### src/rtl/stepper_io_ctrl_pkg.sv
`default_nettype none
// -----------------------------------------------------------------------------
// stepper_io_ctrl_pkg : shared state encoding, register fields, JA pin map
// Revision 1.0
// -----------------------------------------------------------------------------
package stepper_io_ctrl_pkg;

   typedef enum logic {
      ST_IDLE = 1'b0,
      ST_RUN  = 1'b1
   } state_e;

   // r24 command word fields
   localparam int TAG_MSB    = 31;
   localparam int TAG_LSB    = 24;
   localparam int DIR_BIT    = 23;
   // r25 parameter word fields
   localparam int DUTY_MSB   = 31;
   localparam int DUTY_LSB   = 24;
   localparam int PERIOD_MSB = 23;
   localparam int PERIOD_LSB = 0;
   // JA header pin map
   localparam int COIL_LSB   = 0;
   localparam int BUSY_BIT   = 4;
   localparam int PWM_BIT    = 5;

   function automatic logic [3:0] coil_onehot(input logic [1:0] phase);
      return 4'b0001 << phase;
   endfunction

   function automatic logic [23:0] clamp_period(input logic [23:0] req,
                                                input logic [23:0] min_p);
      return (req < min_p) ? min_p : req;
   endfunction

endpackage
`default_nettype wire

### src/rtl/stepper_io_ctrl_pwm_gen.sv
`default_nettype none
// -----------------------------------------------------------------------------
// pwm_gen : 8-bit free-running counter compared against a live duty value
// Revision 1.0
// -----------------------------------------------------------------------------
module pwm_gen (
   input  logic       clock,
   input  logic       reset,
   input  logic [7:0] duty,
   output logic       pwm
);

   logic [7:0] pwm_cnt_q, pwm_cnt_d;
   logic       pwm_q, pwm_d;

   always_comb begin
      pwm_cnt_d = pwm_cnt_q + 8'd1;
      pwm_d     = (pwm_cnt_q < duty);
   end

   always_ff @(posedge clock or negedge reset) begin
      if (!reset) begin
         pwm_cnt_q <= 8'd0;
         pwm_q     <= 1'b0;
      end else begin
         pwm_cnt_q <= pwm_cnt_d;
         pwm_q     <= pwm_d;
      end
   end

   assign pwm = pwm_q;

endmodule
`default_nettype wire

### src/rtl/stepper_io_ctrl.sv
`default_nettype none
// -----------------------------------------------------------------------------
// stepper_io_ctrl : r24/r25-driven full-step stepper, busy flag and PWM on JA
// Revision 1.0
// -----------------------------------------------------------------------------
module stepper_io_ctrl
   import stepper_io_ctrl_pkg::*;
#(
   parameter logic [23:0] MIN_PERIOD = 24'd1000,
   parameter logic        HOLD_EN    = 1'b0,
   parameter int          CNT_W      = 16
) (
   input  logic        clock,
   input  logic        reset,
   input  logic [31:0] reg_24,
   input  logic [31:0] reg_25,
   output logic [5:0]  JA,
   output logic        busy
);

   logic [31:0]      in_24_q, in_25_q;
   logic [7:0]       last_tag_q, last_tag_d;
   state_e           state_q, state_d;
   logic [1:0]       phase_q, phase_d;
   logic             dir_q, dir_d;
   logic [CNT_W-1:0] remaining_q, remaining_d;
   logic [23:0]      period_q, period_d;
   logic [23:0]      cnt_q, cnt_d;
   logic [3:0]       coil_q, coil_d;
   logic             busy_q, busy_d;
   logic             pwm_out;

   logic [7:0]       cmd_tag;
   logic [CNT_W-1:0] cmd_count;
   logic             new_cmd;
   logic             unused_cmd_bits;

   assign cmd_tag         = in_24_q[TAG_MSB:TAG_LSB];
   assign cmd_count       = in_24_q[CNT_W-1:0];
   assign new_cmd         = (cmd_tag != last_tag_q);
   assign unused_cmd_bits = ^in_24_q[DIR_BIT-1:CNT_W];

   always_comb begin
      state_d     = state_q;
      last_tag_d  = last_tag_q;
      phase_d     = phase_q;
      dir_d       = dir_q;
      remaining_d = remaining_q;
      period_d    = period_q;
      cnt_d       = cnt_q;
      coil_d      = 4'b0000;
      busy_d      = 1'b0;

      // A fresh tag overrides any step due on this edge; phase is never reloaded.
      if (new_cmd) begin
         last_tag_d = cmd_tag;
         if (cmd_count != '0) begin
            state_d     = ST_RUN;
            remaining_d = cmd_count;
            dir_d       = in_24_q[DIR_BIT];
            period_d    = clamp_period(in_25_q[PERIOD_MSB:PERIOD_LSB], MIN_PERIOD);
            cnt_d       = period_d;
         end else begin
            state_d = ST_IDLE;
         end
      end else if (state_q == ST_RUN) begin
         if (cnt_q == 24'd1) begin
            phase_d     = dir_q ? (phase_q - 2'd1) : (phase_q + 2'd1);
            remaining_d = remaining_q - CNT_W'(1);
            cnt_d       = period_q;
            if (remaining_q == CNT_W'(1)) begin
               state_d = ST_IDLE;
            end
         end else begin
            cnt_d = cnt_q - 24'd1;
         end
      end

      busy_d = (state_d == ST_RUN);
      if (busy_d || HOLD_EN) begin
         coil_d = coil_onehot(phase_d);
      end
   end

   always_ff @(posedge clock or negedge reset) begin
      if (!reset) begin
         in_24_q     <= 32'd0;
         in_25_q     <= 32'd0;
         last_tag_q  <= 8'h00;
         state_q     <= ST_IDLE;
         phase_q     <= 2'd0;
         dir_q       <= 1'b0;
         remaining_q <= '0;
         period_q    <= 24'd0;
         cnt_q       <= 24'd0;
         coil_q      <= 4'b0000;
         busy_q      <= 1'b0;
      end else begin
         in_24_q     <= reg_24;
         in_25_q     <= reg_25;
         last_tag_q  <= last_tag_d;
         state_q     <= state_d;
         phase_q     <= phase_d;
         dir_q       <= dir_d;
         remaining_q <= remaining_d;
         period_q    <= period_d;
         cnt_q       <= cnt_d;
         coil_q      <= coil_d;
         busy_q      <= busy_d;
      end
   end

   pwm_gen u_pwm_gen (
      .clock (clock),
      .reset (reset),
      .duty  (in_25_q[DUTY_MSB:DUTY_LSB]),
      .pwm   (pwm_out)
   );

   assign JA[COIL_LSB +: 4] = coil_q;
   assign JA[BUSY_BIT]      = busy_q;
   assign JA[PWM_BIT]       = pwm_out;
   assign busy              = busy_q;

endmodule
`default_nettype wire

### config.mk
export PLATFORM = sky130hd
export DESIGN_NAME = stepper_io_ctrl
export DESIGN_NICKNAME = d
export VERILOG_FILES = /design/src/rtl/stepper_io_ctrl_pkg.sv /design/src/rtl/stepper_io_ctrl_pwm_gen.sv /design/src/rtl/stepper_io_ctrl.sv
export SDC_FILE = /design/constraint.sdc
export NUM_CORES = 1
export LEC_CHECK = 0
export ABC_AREA = 1
export CAP_MARGIN = 10
export CORE_AREA = 2 2 121 123
export CTS_CLUSTER_SIZE = 16
export DETAILED_ROUTE_END_ITERATION = 16
export DIE_AREA = 0 0 123 125
export PLACE_DENSITY = 0.84
export SLEW_MARGIN = 20
export SYNTH_ARGS = -nofsm -noshare
export SYNTH_HDL_FRONTEND = slang
export SYNTH_SLANG_ARGS = --single-unit
export TNS_END_PERCENT = 20
### constraint.sdc
create_clock -name clock -period 1.7 [get_ports clock]
set_input_delay 0.425 -clock clock [delete_from_list [all_inputs] [get_ports clock]]
set_output_delay 0.425 -clock clock [all_outputs]
set_load 0.05 [all_outputs]
==> results.ini, run 1 <==
[drt]
met1_length_um=7210
drt-total-wl_um=18300
via_per_inst=5.25
route.met3.wl_um=1090
vias=6277
dr_wl_met2_um=9420
antenna_left=0
drc=0
top_layer_used=met4
dr.pass1.iters=5
wire_per_inst_um=15.3
drtIter0Drc=606

[clock_tree]
clk_pin_slew_worst_paths_ps=60
clk_latency_ps=430
cts_tree=yes
clk_path_buf_depth=2
htreeDepth=4
clock_sinks=146
numCtsBuffers=17
cts_root_buffer=clkbuf_16

[timing]
min_period_ps=1810
setup_viol=34
slew_violations=0
max_freq_ghz=0.552
worst_pin_slew_ps=378
relSlewSlack=0.748
fin_setup_tns_ps=-1480
fin_crit_sh=1.07
rsz0062_at_grt=true
fin_ws_ps=-112
hold_viol_final=0
skew_ps=10.1

[place]
hpwl_um=12100
preCtsSetupSlack_ps=-169
place.gp.congestion=0.936
portBuffers=65
placed_cells=1156

[die]
start_util=0.495
die_area_mm2=0.0154
die_h_um=125
boundaryPins=73
coreArea_mm2=0.0142
dieWidth_um=123
fp-row-count=44

[job]
drv_cap=0

[yosys]
synthCells=876
synth_top_area_cell=dfrtp_1
synthesis.nets=954
ys_warn_count=0
avgSynthCellArea_um2=8.03
synth_seq_cells=146
synth_area_leaders=dfrtp_1 52%, nand2_1 16%, nor2_1 5.1%, inv_1 4.3%, o21ai_0 4.0%
yosysSeqAreaShare=0.519
synth_area_mm2=0.00703
synth.top_cell.area_share=0.519
synthDistinctLibCells=34

[finish]
n_fill_cell=1091
layout_common_cells=292 x nand2_1, 145 x dfrtp_1, 87 x nor2_1
multiInputGateArea_mm2=0.00303
drive_gt1_frac=0.164
register_area_mm2=0.00365
nets=1076
layout.cells.non_filler=1195
syn2layout_area_growth_pct=29.3
diodes=0
final_common_cell=nand2_1

[setup_path]
startpoint_type=register
end_kind=register
path_max_fanout=5
crit_required_ps=2060
crit_arrival_ps=2170
critPathKind=reg -> reg

[pwr]
p_total_mw=8.15
powerDensity_mw_per_mm2=896
power_leakage_nw=4.49
ir_drop_v=0.000903

[global_routing]
overflow=0
grt_pass1_wl_um=29700
grt_pass1_vias=6242
grt_max_degree=40
antenna_found_initial=0
track_usage=0.249

[status]
violations=setup timing
status=complete, but fails checks

[worst_hold_path]
hp-class=reg -> reg

[cell families (layout without fill, tap and decap cells)]
| kind of cell | count (synthesis) | after routing | synth area share |
|---|---|---|---|
| AO/OA/AOI/OAI | 93 | 93 | 0.0701 |
| buffers and inverters | 117 | 252 | 0.0692 |
| AND/OR/NAND/NOR | 481 | 481 | 0.286 |
| adder cells (fa/ha/maj) | 12 | 12 | 0.0213 |
| XOR/XNOR | 27 | 27 | 0.0336 |
| flip-flops | 146 | 146 | 0.519 |
[cell type report]
cell class,instances,share of cell area
timing repair buffer,135,0.141
sequential,146,0.402
tap,184,0.0253
clock buffer,19,0.0476
clock inverter,13,0.0150
multi-input combinational,613,0.333
inverter,85,0.0365
[critical path, cell delays in order (launching register included)]
cell and delay (ps):
dfrtp_1 380, nor2_1 140, nand2_2 110, nor2_4 210, nand2_4 90, nor2_8 180
buf_6 130, nand4_1 160, nand2_1 150, nand2_1 70, nor2_1 90
[flip-flops by register name, summed over array words and instances (netlist names), 4 cells and up]
name,count
cnt_q,24
coil_q,4
in_24_q,25
in_25_q,32
last_tag_q,8
period_q,24
remaining_q,16
u_pwm_gen.pwm_cnt_q,8
[synth_stat cells, drive strengths merged]
| cell | n |
|---|---|
| a21boi | 1 |
| a21oi | 22 |
| a31oi | 1 |
| and2 | 1 |
| buf | 19 |
| clkbuf | 13 |
| dfrtp | 146 |
| ha | 12 |
| inv | 85 |
| nand2 | 308 |
| nand3 | 43 |
| nand3b | 2 |
| nand4 | 10 |
| nor2 | 108 |
| nor3 | 7 |
| o211ai | 7 |
| o21ai | 61 |
| o21bai | 1 |
| or2 | 2 |
| xnor2 | 11 |
| xor2 | 16 |
[per-stage QoR]
| stage | cell area (um^2) | hold slack, ps | util |
|---|---|---|---|
| 4_1_cts | 8950 | 408 | 0.630 |
| 3_5_place_dp | 8270 | 321 | 0.582 |
| 2_1_floorplan | 7030 | 129 | - |
| 5_1_grt | 9090 | 419 | 0.640 |
| 3_3_place_gp | 8270 | 321 | 0.582 |
| 6_report | 9090 | 405 | 0.640 |
[report_power, final]
part / switching (mW) / leakage, nW / internal, mW
registers: 0.122 / 1.71 / 3.65
clock network: 1.47 / 0.269 / 2.15
logic: 0.407 / 2.51 / 0.349
total: 2.00 / 4.49 / 6.15
[timing repair]
action                                 4_1_cts  5_1_grt
hold buffers                                 1        0
endpoints found under the hold margin       26        0
setup endpoints to repair                   44       51
setup buffers                                1        5
pin swaps                                    8       15
gates resized for setup                     33       31
[layer usage]
layer | GRT usage | vias up
li1 | - | 2983
met1 | 0.305 | 2979
met2 | 0.422 | 256
met3 | 0.0484 | 59
met4 | 0.114 | 0
met5 | 0 | -
[path summary, 6_finish.rpt]
kind | from | to | slack [ps] | cells past startpoint
setup / recovery | cnt_q[10] | coil_q[3] | -110 | 10
hold / removal | in_24_q[31] | last_tag_q[7] | 400 | 0
setup reg to reg | cnt_q[10] | coil_q[3] | -110 | 10
hold reg to reg | in_24_q[31] | last_tag_q[7] | 400 | 0
max in group asynchronous | reset | cnt_q[16] | 720 | 3
min in group asynchronous | reset | in_24_q[29] | 440 | 2
Power figures use the tool's default switching activity.
==> run 2: changes to the inputs <==
--- a/config.mk
+++ b/config.mk
@@ -7,10 +7,10 @@
 export LEC_CHECK = 0
 export ABC_AREA = 1
 export CAP_MARGIN = 10
-export CORE_AREA = 2 2 121 123
+export CORE_AREA = 3 3 122 124
 export CTS_CLUSTER_SIZE = 16
 export DETAILED_ROUTE_END_ITERATION = 16
-export DIE_AREA = 0 0 123 125
+export DIE_AREA = 0 0 125 127
 export PLACE_DENSITY = 0.84
 export SLEW_MARGIN = 20
 export SYNTH_ARGS = -nofsm -noshare
==> run 2 against run 1 <==
Net effect: the run still ends with setup timing left; die area grew 3.3%; first-iteration DRC count decreased by 16%; combinational power about the same; design area increased by 0.89%; hold slack lost 8.9 ps.
==> results.ini, run 2 (synthesis results as in run 1) <==
[die]
boundaryPins=73  ; unchanged
start_util=0.507  ; was 0.495
die_h_um=127  ; was 125 um
fp-row-count=43  ; was 44
die_area_mm2=0.0159  ; was 0.0154 mm^2
dieWidth_um=125  ; was 123 um
coreArea_mm2=0.0139  ; was 0.0142 mm^2

[finish]
layout.cells.non_filler=1196  ; was 1,195
syn2layout_area_growth_pct=30.4  ; was 29.3%
nets=1082  ; was 1,076
diodes=0  ; unchanged
reg.largest.list=in_25_q x32, in_24_q x25  ; unchanged
drive_gt1_frac=0.188  ; was 0.164
final_common_cell=nand2_1  ; unchanged
largest_reg_flops=32  ; unchanged
largest-register=in_25_q  ; unchanged
layout_common_cells=289 x nand2_1, 144 x dfrtp_1, 79 x nor2_1  ; was 292 x nand2_1, 145 x dfrtp_1, 87 x nor2_1

[setup_path]
crit_arrival_ps=2130  ; was 2170 ps
startpoint_type=register  ; unchanged
crit_required_ps=2010  ; was 2060 ps
end_kind=register  ; unchanged
path_buf_inv=1  ; unchanged
path_max_fanout=8  ; was 5
rrSetupSlack_ps=-110  ; about the same
worstPathCellList=nor2_2 > nand2_2 > nor2_4 > nand2_4 > nor2_8 > clkinvlp_4 > nand3_2 > nand2_1 > nand2_1 > o21ai_1  ; was nor2_1 > nand2_2 > nor2_4 > nand2_4 > nor2_8 > buf_6 > nand4_1 > nand2_1 > nand2_1 > nor2_1
max_stage_delay_ps=390  ; was 380 ps
cpMostUsedCell=nand2_1
crit_slowest_cell=dfrtp_1  ; unchanged
path_delay_family=simple AND/OR/NAND/NOR gates  ; unchanged
critPathKind=reg -> reg  ; unchanged

[timing]
fin_ws_ps=-115  ; was -112 ps
fin_setup_tns_ps=-1410  ; was -1480 ps
min_period_ps=1810  ; about the same
setup_viol=33  ; was 34
max_freq_ghz=0.551  ; was 0.552 GHz
slew_violations=0  ; unchanged
holdWs_ps=396  ; was 405 ps
worst_pin_slew_ps=421  ; was 378 ps
relSlewSlack=0.719  ; was 0.748
fin_crit_sh=1.07  ; about the same
hold_viol_final=0  ; unchanged
rsz0062_at_grt=true  ; unchanged
skew_ps=15.5  ; was 10.1 ps

[pwr]
power_leakage_nw=4.53  ; was 4.49 nW
ir_drop_v=0.000890  ; was 0.000903 V
p_total_mw=7.89  ; was 8.15 mW
powerDensity_mw_per_mm2=860  ; was 896 mW/mm^2

[status]
violations=setup timing  ; unchanged
status=complete, but fails checks  ; unchanged

[drt]
drc=0  ; unchanged
antenna_left=0  ; unchanged
drtIter0Drc=511  ; was 606
wire_per_inst_um=15.2  ; was 15.3 um
via_per_inst=5.31  ; was 5.25
vias=6355  ; was 6,277
drt-total-wl_um=18100  ; was 18,300 um
dr.pass1.iters=7  ; was 5

[clock_tree]
clk_pin_slew_worst_paths_ps=60  ; about the same
clk_path_buf_depth=2  ; unchanged
cts_root_buffer=clkbuf_16  ; unchanged
clock_sinks=146  ; unchanged
cts_tree=yes  ; unchanged
clk_latency_ps=430  ; about the same
numCtsBuffers=17  ; unchanged
htreeDepth=4  ; unchanged

[global_routing]
grt_max_degree=43  ; was 40
overflow=0  ; unchanged
grt_util_met1=0.287  ; was 0.305
grt_pass1_vias=6383  ; was 6,242
grt.busiest_layer=met2  ; unchanged
grt_use_met3=0.0477  ; was 0.0484
grt_pass1_wl_um=29600  ; was 29,700 um
track_usage=0.230  ; was 0.249
antenna_found_initial=0  ; unchanged
grt_use_met2=0.396  ; was 0.422

[job]
drv_cap=0  ; unchanged

[place]
preCtsSetupSlack_ps=-143  ; was -169 ps
hpwl_um=12000  ; was 12,100 um
portBuffers=65  ; unchanged
place.gp.congestion=0.922  ; was 0.936
placed_cells=1155  ; was 1,156

[worst_hold_path]
hp-class=reg -> reg  ; unchanged

## run 2: layout make-up
type	count	area [um^2]
Fill cell	1007	4710
Sequential cell	146	3660
Multi-Input combinational cell	613	3100
Timing Repair Buffer	141	1330
Clock buffer	19	443
Inverter	85	335
Tap cell	180	225
Clock inverter	12	86.3
## run 2: worst paths after layout
check	from	end	cells past startpoint
setup / recovery	cnt_q[8]	cnt_q[17]	10
setup reg to reg	cnt_q[8]	cnt_q[17]	10
min in group asynchronous	reset	last_tag_q[7]	2
hold / removal	in_24_q[28]	last_tag_q[4]	0
max in group asynchronous	reset	in_24_q[10]	3
hold reg to reg	in_24_q[28]	last_tag_q[4]	0
## run 2: per-stage QoR
| stage | util | instance area [um^2] |
|---|---|---|
| final | 0.661 | 9170 |
| after global routing | 0.661 | 9170 |
| after CTS | 0.648 | 8990 |
| after detailed placement | 0.596 | 8270 |
| after global placement | 0.596 | 8270 |
| after floorplan | - | 7030 |
## run 2: repair_timing
action	CTS	global route
gates cloned	0	1
gates resized for setup	43	50
endpoints found under the setup margin	45	68
hold buffers	1	0
buffers inserted	6	2
hold endpoints to repair	36	0
pin swaps	11	17
## run 2: where the power goes
group / internal [mW] / switching, mW
logic: 0.355 / 0.404
clock network: 1.89 / 1.46
registers: 3.65 / 0.128
total: 5.89 / 2.00
## run 2: metal layers
layer,wire [um],up-vias
li1,-,2989
met5,0,-
met1,7270,3008
met2,9090,302
met3,1250,56
met4,523,0
## run 2: worst reg2reg max path, delay by kind of cell, from the launching register on
family          cells  cell delay (ps)
simple gates        8              990
compound gates      1               70
flops               1              390
buf+inv             1              260
==> run 3: changes to the inputs <==
--- a/config.mk
+++ b/config.mk
@@ -8,10 +8,12 @@
 export ABC_AREA = 1
 export CAP_MARGIN = 10
 export CORE_AREA = 3 3 122 124
+export CTS_CLUSTER_DIAMETER = 100
 export CTS_CLUSTER_SIZE = 16
 export DETAILED_ROUTE_END_ITERATION = 16
 export DIE_AREA = 0 0 125 127
 export PLACE_DENSITY = 0.84
+export RECOVER_POWER = 25
 export SLEW_MARGIN = 20
 export SYNTH_ARGS = -nofsm -noshare
 export SYNTH_HDL_FRONTEND = slang
==> run 3 against run 2 <==
Net effect: the flow still finishes with violations (setup timing); highest routed layer unchanged; count of clock-buffer cells in the layout did not move; final cell count did not move; maximum frequency barely moved; non-clock buffer count did not move; combinational power fell by 3.3%; clock skew fell by 3.9 ps; hold slack barely moved.
==> results.ini, run 3 (synthesis results as in run 1) <==
[status]
status=complete, but fails checks  ; unchanged
violations=setup timing  ; unchanged

[place]
place.gp.congestion=0.922  ; unchanged
hpwl_um=12000  ; unchanged
portBuffers=65  ; unchanged
dpl-instance-area_mm2=0.00827  ; unchanged
placed_cells=1155  ; unchanged

[die]
die_h_um=127  ; unchanged
fp-row-count=43  ; unchanged
coreArea_mm2=0.0139  ; unchanged
boundaryPins=73  ; unchanged
dieWidth_um=125  ; unchanged
die_area_mm2=0.0159  ; unchanged
start_util=0.507  ; unchanged

[pwr]
powerDensity_mw_per_mm2=857  ; was 860 mW/mm^2
power_leakage_nw=4.54  ; was 4.53 nW
ir_drop_v=0.000890  ; about the same

[global_routing]
track_usage=0.230  ; unchanged
grt_max_degree=43  ; unchanged
grt_pass1_wl_um=29600  ; unchanged
grt_use_met2=0.396  ; unchanged
overflow=0  ; unchanged
grt_pass1_vias=6383  ; unchanged
grt_util_met1=0.287  ; unchanged
grt_use_met3=0.0477  ; unchanged
antenna_found_initial=0  ; unchanged
grt.busiest_layer=met2  ; unchanged

[setup_path]
critPathKind=reg -> reg  ; unchanged
r2r_cells=10  ; unchanged
max_stage_delay_ps=390  ; about the same
crit_slowest_cell=dfrtp_1  ; unchanged
cpMostUsedCell=nand2_1  ; unchanged
crit_path_start=cnt_q[8]  ; unchanged
worstPathCellList=nor2_2 > nand2_2 > nor2_4 > nand2_4 > nor2_8 > clkinvlp_4 > nand3_2 > nand2_1 > nand2_1 > o21ai_1  ; unchanged
worstReg2RegStart=cnt_q[8]  ; unchanged
path_buf_inv=1  ; unchanged
path_delay_family=simple AND/OR/NAND/NOR gates  ; unchanged
startpoint_type=register  ; unchanged
crit_required_ps=2010  ; about the same
r2r_end=cnt_q[17]  ; unchanged
crit_path_end=cnt_q[17]  ; unchanged
crit_arrival_ps=2130  ; about the same
end_kind=register  ; unchanged
path_max_fanout=8  ; unchanged
rrSetupSlack_ps=-110  ; about the same
cp_num_cells=10  ; unchanged

[clock_tree]
clk_latency_ps=430  ; about the same
cts_tree=yes  ; unchanged
clock_sinks=146  ; unchanged
numCtsBuffers=17  ; unchanged
cts_root_buffer=clkbuf_16  ; unchanged
htreeDepth=4  ; unchanged
clk_path_buf_depth=2  ; unchanged
clk_pin_slew_worst_paths_ps=60  ; about the same

[finish]
largest-register=in_25_q  ; unchanged
final_cell_area_mm2=0.00917  ; unchanged
final_common_cell=nand2_1  ; unchanged
reg.largest.list=in_25_q x32, in_24_q x25  ; unchanged
largest_reg_flops=32  ; unchanged
n_fill_cell=1007  ; unchanged
layout.cells.non_filler=1196  ; unchanged
syn2layout_area_growth_pct=30.4  ; unchanged
drive_gt1_frac=0.188  ; unchanged
diodes=0  ; unchanged
nets=1082  ; unchanged
register_area_mm2=0.00366  ; unchanged
layout_common_cells=289 x nand2_1, 144 x dfrtp_1, 79 x nor2_1  ; unchanged
multiInputGateArea_mm2=0.00310  ; unchanged
final_util=0.661  ; unchanged

[timing]
min_period_ps=1810  ; about the same
rsz0062_at_grt=true  ; unchanged
worst_pin_slew_ps=420  ; was 421 ps
slew_violations=0  ; unchanged
max_freq_ghz=0.551  ; about the same
skew_ps=11.6  ; was 15.5 ps
fin_ws_ps=-114  ; was -115 ps
setup_viol=31  ; was 33
hold_viol_final=0  ; unchanged
relSlewSlack=0.720  ; was 0.719
fin_crit_sh=1.07  ; about the same

[drt]
drt-total-wl_um=18100  ; about the same
via_per_inst=5.30  ; was 5.31
drc=0  ; unchanged
antenna_left=0  ; unchanged
vias=6338  ; was 6,355
dr.pass1.iters=7  ; unchanged
wire_per_inst_um=15.1  ; was 15.2 um
drtIter0Drc=509  ; was 511

[worst_hold_path]
hp-class=reg -> reg  ; unchanged
worstHoldStart=in_24_q[28]  ; unchanged

[job]
drv_cap=0  ; unchanged

run 3: cell count changes in the layout (fill, tap and decap cells not counted), sizes merged:
cell           previous run  this run
dlygate4sd3               1        57
clkdlybuf4s50            57         1
run 3: worst register-to-register path, cell delays in order, from the launching register on:
cell        delay [ps]
dfrtp_1            390
nor2_2             140
nand2_2            110
nor2_4             190
nand2_4             90
nor2_8             190
clkinvlp_4         260
nand3_2            140
nand2_1             60
nand2_1             80
o21ai_1             70
run 3: cell type report:
cell class	count	area share
Clock buffer	19	0.0483
Clock inverter	12	0.00941
Inverter	85	0.0366
Multi-Input combinational cell	613	0.338
Sequential cell	146	0.399
Tap cell	180	0.0245
Timing Repair Buffer	141	0.145
run 3: stage by stage:
stage	power, mW	TNS (ps)	hold WS, ps	setup WS (ps)
after floorplan	4.13	0	129	10.1
after global placement	4.49	-676	371	-68.1
after detailed placement	4.52	-2490	373	-143
after CTS	7.89	-878	402	-95.5
after global routing	8.18	-6170	416	-222
final	7.86	-1390	396	-114
run 3: routing by layer:
metal / vias up / wire length (um)
li1: 2988 / -
met1: 3019 / 7280
met2: 279 / 9110
met3: 52 / 1180
met4: 0 / 489
met5: - / 0
run 3: where the power goes:
part / internal, mW / switching (mW)
combinational: 0.329 / 0.404
sequential: 3.65 / 0.128
clock: 1.89 / 1.46
run 3: worst min-delay path by stage:
stage | end | slack, ps | cells after the start
after floorplan | busy | 130 | 0
after global placement | last_tag_q[7] | 370 | 1
after detailed placement | in_24_q[31] | 370 | 1
after CTS | last_tag_q[4] | 400 | 0
after global routing | last_tag_q[3] | 420 | 0
final | last_tag_q[4] | 400 | 0
run 3: timing repair:
| action | 4_1_cts | 5_1_grt |
|---|---|---|
| pin swaps | 11 | 17 |
| cloned | 0 | 1 |
| resized for setup | 43 | 50 |
| setup endpoints to repair | 45 | 68 |
| setup buffers | 6 | 2 |
| endpoints found under the hold margin | 36 | 0 |
| hold buffers | 1 | 0 |
